===== config.mk =====
export PLATFORM = sky130hd
export DESIGN_NAME = st_stream_sink
export DESIGN_NICKNAME = d
export VERILOG_FILES = /design/src/rtl/st_stream_sink.sv
export SDC_FILE = /design/constraint.sdc
export NUM_CORES = 1
export LEC_CHECK = 0
export CORE_ASPECT_RATIO = 2
export CORE_MARGIN = 1
export CORE_UTILIZATION = 50
export CTS_CLUSTER_DIAMETER = 100
export DETAILED_ROUTE_END_ITERATION = 10
export PLACE_DENSITY = 0.8
export SYNTH_ARGS = -nofsm -noshare
export SYNTH_HDL_FRONTEND = slang
export SYNTH_SLANG_ARGS = --single-unit

===== constraint.sdc =====
create_clock -name clk -period 3.2 [get_ports clk]
set_input_delay 0.32 -clock clk [delete_from_list [all_inputs] [get_ports clk]]
set_output_delay 0.32 -clock clk [all_outputs]
set_load 0.005 [all_outputs]

===== src/rtl/st_stream_sink.sv =====
// Byte-stream sink: a DEPTH-entry FIFO fed by an upstream that cannot be stalled.
// Also tracks overflow, completed bursts and a running checksum of accepted bytes.
module st_stream_sink #(
    parameter int DEPTH  = 8,
    parameter int DATA_W = 8
) (
    input  logic                   clk,
    input  logic                   reset,
    input  logic                   enable,
    input  logic [DATA_W-1:0]      data,
    output logic                   out_valid,
    output logic [DATA_W-1:0]      out_data,
    input  logic                   out_ready,
    output logic [$clog2(DEPTH):0] level,
    output logic                   overflow,
    output logic                   in_burst,
    output logic [15:0]            burst_cnt,
    output logic [DATA_W-1:0]      checksum,
    input  logic                   clear
);

    localparam int AW = $clog2(DEPTH);
    localparam int LW = AW + 1;

    typedef enum logic {IDLE, BURST} state_t;

    state_t            state, state_nxt;
    logic [DATA_W-1:0] mem [DEPTH];
    logic [AW-1:0]     rd_ptr, wr_ptr, rd_ptr_inc;
    logic [DATA_W-1:0] head_nxt;
    logic              full, pop, push, drop, burst_end;

    assign full       = (level == LW'(DEPTH));
    assign out_valid  = (level != '0);
    assign pop        = out_valid && out_ready;
    assign push       = enable && (!full || pop);
    assign drop       = enable && !push;
    assign rd_ptr_inc = rd_ptr + AW'(1);
    assign in_burst   = (state == BURST);

    // out_data is a register holding the head entry; on an empty FIFO the
    // incoming byte bypasses storage so it is visible right after its edge.
    always_comb begin
        head_nxt = out_data;
        if (pop) begin
            if (level > LW'(1))
                head_nxt = mem[rd_ptr_inc];
            else if (push)
                head_nxt = data;
        end else if (!out_valid && push) begin
            head_nxt = data;
        end
    end

    always_comb begin
        state_nxt = state;
        burst_end = 1'b0;
        case (state)
            IDLE:  if (enable) state_nxt = BURST;
            BURST: if (!enable) begin
                state_nxt = IDLE;
                burst_end = 1'b1;
            end
            default: state_nxt = IDLE;
        endcase
    end

    always_ff @(posedge clk) begin
        if (push)
            mem[wr_ptr] <= data;
    end

    always_ff @(posedge clk or posedge reset) begin
        if (reset) begin
            rd_ptr    <= '0;
            wr_ptr    <= '0;
            level     <= '0;
            out_data  <= '0;
            state     <= IDLE;
            overflow  <= 1'b0;
            burst_cnt <= '0;
            checksum  <= '0;
        end else begin
            if (push) wr_ptr <= wr_ptr + AW'(1);
            if (pop)  rd_ptr <= rd_ptr_inc;
            case ({push, pop})
                2'b10:   level <= level + LW'(1);
                2'b01:   level <= level - LW'(1);
                default: level <= level;
            endcase
            out_data <= head_nxt;
            state    <= state_nxt;
            // clear wins, but a byte accepted in the clear cycle still seeds the checksum
            if (clear) begin
                overflow  <= 1'b0;
                burst_cnt <= '0;
                checksum  <= push ? data : '0;
            end else begin
                if (drop) overflow <= 1'b1;
                if (burst_end && burst_cnt != 16'hFFFF) burst_cnt <= burst_cnt + 16'd1;
                if (push) checksum <= checksum + data;
            end
        end
    end

endmodule


==> impl_metrics.xml <==
<?xml version="1.0" encoding="UTF-8"?>
<metrics>
  <group name="outcome">
    <metric name="status" unit="">complete, no violations</metric>
  </group>
  <group name="synthesis">
    <metric name="synthesis.nets" unit="">410</metric>
    <metric name="synth_mux_area_share" unit="%">9.78</metric>
    <metric name="ys.warnings.count" unit="">0</metric>
    <metric name="simple_gate_share_of_the_synthesized_area" unit="%">12.6</metric>
    <metric name="async_flop_share" unit="%">40.7</metric>
    <metric name="adder_and_majority_gate_portion_of_the_synthesized_area" unit="%">4.13</metric>
    <metric name="yosysSeqAreaShare" unit="%">60.1</metric>
    <metric name="synth_cell_type_count" unit="">54</metric>
    <metric name="dominantRegCellSynth" unit="">edfxtp_1</metric>
    <metric name="ys_seq_elements" unit="">108</metric>
    <metric name="synth_compound_area_share" unit="%">7.69</metric>
    <metric name="syn_area" unit="sq mm">0.00503</metric>
    <metric name="synth_top_family_by_area" unit="">simple AND/OR/NAND/NOR gates</metric>
    <metric name="synth_edf_count" unit="">64</metric>
    <metric name="synthesized_netlist_cell_count" unit="">381</metric>
    <metric name="syn_avg_cell_area" unit="sq um">13.2</metric>
    <metric name="post_synth_xor_area_fraction" unit="%">3.63</metric>
  </group>
  <group name="timing">
    <metric name="timing.final.hold_violations" unit="">0</metric>
    <metric name="finalCritPeriodShare" unit="%">83.2</metric>
    <metric name="period_needed" unit="ps">2660</metric>
    <metric name="slew-limit-headroom" unit="%">37.6</metric>
    <metric name="final.setup_skew" unit="ps">5.84</metric>
    <metric name="drv_slew" unit="">0</metric>
    <metric name="max_clock_freq" unit="MHz">376</metric>
    <metric name="worst-slew-pin-transition" unit="ps">935</metric>
    <metric name="finalSetupTns" unit="ps">0</metric>
    <metric name="setup-violations-final" unit="">0</metric>
    <metric name="rsz0062_at_grt" unit="">false</metric>
  </group>
  <group name="cells_and_area">
    <metric name="post-route-cell-area" unit="sq mm">0.00604</metric>
    <metric name="fillers" unit="">759</metric>
    <metric name="most-common-layout-cells" unit="">edfxtp_1 (64), clkdlybuf4s50_1 (51), dfrtp_1 (44)</metric>
    <metric name="antenna_cells" unit="">0</metric>
    <metric name="layout-area-overhead-vs-synth" unit="%">20.2</metric>
    <metric name="final_layout_size_suffix_gt1_share" unit="%">12.7</metric>
    <metric name="nets" unit="">474</metric>
    <metric name="mostFrequentLayoutCell" unit="">edfxtp_1</metric>
  </group>
  <group name="place">
    <metric name="placed_area" unit="sq mm">0.00575</metric>
    <metric name="dp.final_hpwl" unit="microns">7600</metric>
    <metric name="final_weighted_congestion_of_routability_driven_global_placement" unit="">0.781</metric>
    <metric name="placement.io_buffers" unit="">51</metric>
  </group>
  <group name="setup_path">
    <metric name="worst-path-buf-inv" unit="">2</metric>
    <metric name="critPathMaxFanout" unit="">16</metric>
    <metric name="required_time_reported_for_the_critical_path_endpoint" unit="ps">3400</metric>
    <metric name="crit_top_cell" unit="">ha_1</metric>
    <metric name="critical_path.max_stage_delay" unit="ps">460</metric>
    <metric name="worst-r2r-setup-slack" unit="ps">540</metric>
    <metric name="start_kind" unit="">register</metric>
    <metric name="critical_path_class" unit="">register to register</metric>
    <metric name="regToRegStartpoint" unit="">level[0]$_DFFE_PP0P_</metric>
    <metric name="timing.critical_path.arrival" unit="ps">2860</metric>
    <metric name="rr_worst_depth" unit="">10</metric>
    <metric name="cp_cell_sequence" unit="">inv_1 -&gt; ha_1 -&gt; and4bb_1 -&gt; nor2b_2 -&gt; inv_4 -&gt; ha_1 -&gt; o21a_1 -&gt; and4b_1 -&gt; a21oi_2 -&gt; o21ai_0</metric>
    <metric name="crit_path_start" unit="">level[0]$_DFFE_PP0P_</metric>
    <metric name="critical-path-top-delay-family" unit="">compound AO/OA/AOI/OAI gates</metric>
    <metric name="crit-reg2reg-capture" unit="">out_data[2]$_DFFE_PP0P_</metric>
    <metric name="critical_path_sink_type" unit="">register</metric>
    <metric name="timing.critical_path.slowest_stage_cell" unit="">a21oi_2</metric>
  </group>
  <group name="power">
    <metric name="total_power" unit="W">0.00466</metric>
    <metric name="pwr_density_cell" unit="mW/mm^2">772</metric>
    <metric name="static_leakage_power" unit="nW">2.30</metric>
    <metric name="max-vdd-ir-drop" unit="mV">0.474</metric>
  </group>
  <group name="worst_hold_path">
    <metric name="hold_path_startpoint" unit="">out_data[7]$_DFFE_PP0P_</metric>
    <metric name="hold_path_depth" unit="">2</metric>
    <metric name="kind_of_path_behind_the_tightest_hold_check" unit="">register to register</metric>
    <metric name="worst_hold_path.endpoint" unit="">out_data[7]$_DFFE_PP0P_</metric>
  </group>
  <group name="clock_tree">
    <metric name="post-cts-setup-buffers" unit="">0</metric>
    <metric name="cts_root_cell" unit="">clkbuf_16</metric>
    <metric name="clock_tree_from_tritoncts" unit="">yes</metric>
    <metric name="cts.sink_count" unit="">108</metric>
    <metric name="ctsHtreeMaxLevel" unit="">3</metric>
    <metric name="cts-buffers-inserted" unit="">9</metric>
    <metric name="post_cts_hold_buffer_count" unit="">0</metric>
    <metric name="cts.path.max_buffers" unit="">2</metric>
    <metric name="worstSkewPairLatency" unit="ps">340</metric>
    <metric name="clkTransAtPathRegs" unit="ps">70</metric>
  </group>
  <group name="die">
    <metric name="fp.dieH" unit="microns">144</metric>
    <metric name="die_area" unit="sq mm">0.0105</metric>
    <metric name="num_io_pins" unit="">52</metric>
    <metric name="fp.coreArea" unit="sq mm">0.00976</metric>
    <metric name="die_extent_in_x" unit="microns">72.9</metric>
    <metric name="start_util" unit="%">51.5</metric>
    <metric name="rows" unit="">51</metric>
  </group>
  <group name="detailed_routing">
    <metric name="routed-wl-met2" unit="microns">5930</metric>
    <metric name="routed-via-count" unit="">3280</metric>
    <metric name="wirelength_met1" unit="microns">3840</metric>
    <metric name="postRouteWirelength" unit="microns">10500</metric>
    <metric name="routed_wire_length_per_instance" unit="microns">18.1</metric>
    <metric name="firstDrtPassIters" unit="">4</metric>
    <metric name="drc_errors" unit="">0</metric>
    <metric name="dr.max_layer_used" unit="">met4</metric>
    <metric name="drtAntennaViolNets" unit="">0</metric>
    <metric name="detailroute.wirelength.met3" unit="microns">375</metric>
    <metric name="first_iteration_detailed_routing_drc_count" unit="">180</metric>
    <metric name="vias_per_cell" unit="">5.64</metric>
  </group>
  <group name="global_route">
    <metric name="grt_start_max_net_pins" unit="">45</metric>
    <metric name="globalRoute.totalOverflow" unit="">0</metric>
    <metric name="antenna_violations_before_repair" unit="">0</metric>
    <metric name="groute.usage.overall" unit="%">21.7</metric>
    <metric name="global_route_wire_length_before_repair" unit="microns">16500</metric>
    <metric name="via_count_of_the_first_global_routing_pass" unit="">3310</metric>
  </group>
  <group name="flow_run">
    <metric name="drv_cap" unit="">0</metric>
  </group>
</metrics>
synthesized netlist by cell type, types with 3 or more instances:
cell | count | area, sq um
edfxtp_1 | 64 | 1920
dfrtp_1 | 44 | 1100
nand2_1 | 37 | 139
nor2_1 | 29 | 109
o21ai_0 | 28 | 140
mux4_2 | 16 | 360
ha_1 | 15 | 188
xnor2_1 | 13 | 114
a21oi_1 | 12 | 60.1
mux2i_1 | 12 | 120
nor3_1 | 12 | 60.1
inv_1 | 9 | 33.8
nand3_1 | 8 | 40.0
xor2_1 | 6 | 52.6
clkbuf_1 | 5 | 18.8
nand4_1 | 5 | 31.3
nor3b_1 | 5 | 37.5
nand2b_1 | 4 | 25.0
a21o_1 | 3 | 22.5
a31oi_1 | 3 | 18.8
nor2b_1 | 3 | 18.8
nor4_1 | 3 | 18.8
o21a_1 | 3 | 22.5
o21bai_1 | 3 | 22.5
through the flow:
| stage | utilization (%) | instances | hold WS, ps | setup slack (ps) |
|---|---|---|---|---|
| 3_3_place_gp | 58.9 | 566 | 464 | 298 |
| 6_report | 61.9 | 582 | 489 | 539 |
| 5_1_grt | 61.9 | 582 | 506 | 323 |
| 3_5_place_dp | 58.9 | 566 | 479 | 144 |
| 2_1_floorplan | - | 381 | 351 | 405 |
| 4_1_cts | 61.8 | 582 | 495 | 236 |
worst min-delay path: stages (launching register included):
cell,delay [ps]
dfrtp_1,350
nand2_1,50
o21ai_0,60
worst max path at each step:
stage / to / slack [ps] / cells past startpoint
after detailed placement: out_data[2]$_DFFE_PP0P_ / 140 / 9
after floorplan: out_data[5]$_DFFE_PP0P_ / 410 / 13
after global placement: out_data[5]$_DFFE_PP0P_ / 300 / 9
final: out_data[2]$_DFFE_PP0P_ / 540 / 10
after global routing: out_data[2]$_DFFE_PP0P_ / 320 / 10
after CTS: out_data[2]$_DFFE_PP0P_ / 240 / 10
where the power goes:
part | switching [W] | internal (W) | leakage (nW)
logic | 0.000827 | 0.000847 | 1.01
clock network | 0.000525 | 0.000548 | 0.140
registers | 0.000169 | 0.00175 | 1.15
metal layers:
| metal | GRT usage (%) | vias up |
|---|---|---|
| met1 | 21.8 | 1609 |
| li1 | - | 1553 |
| met5 | 0 | - |
| met3 | 4.35 | 21 |
| met4 | 11.5 | 0 |
| met2 | 40.8 | 97 |
repair_timing:
action	4_1_cts	5_1_grt
hold endpoints to repair	0	0
gates resized for setup	0	1
endpoints found under the setup margin	0	1
kinds of logic (layout without fill, tap and decap cells):
logic type / Yosys count / after routing
simple gates: 123 / 123
flops: 108 / 108
compound gates: 63 / 63
mux: 29 / 29
buf+inv: 22 / 91
xor+xnor: 20 / 20
fa+ha+maj: 16 / 16
final cells by class:
type                       count  area, sq um  share of cell area [%]
clock inverter                 7         65.1                    1.08
inverter                      10         40.0                   0.663
clock buffer                   9          225                    3.73
timing repair buffer          65          616                    10.2
sequential                   108         3020                    50.0
multi-input combinational    251         1910                    31.6
tap                          132          165                    2.73
registers in the layout, summed over array words and instances (netlist names), 3 cells and up:
register	cells
checksum	8
level	4
mem	64
wr_ptr	3
out_data	8
rd_ptr	3
burst_cnt	16
Power figures use the tool's default switching activity.
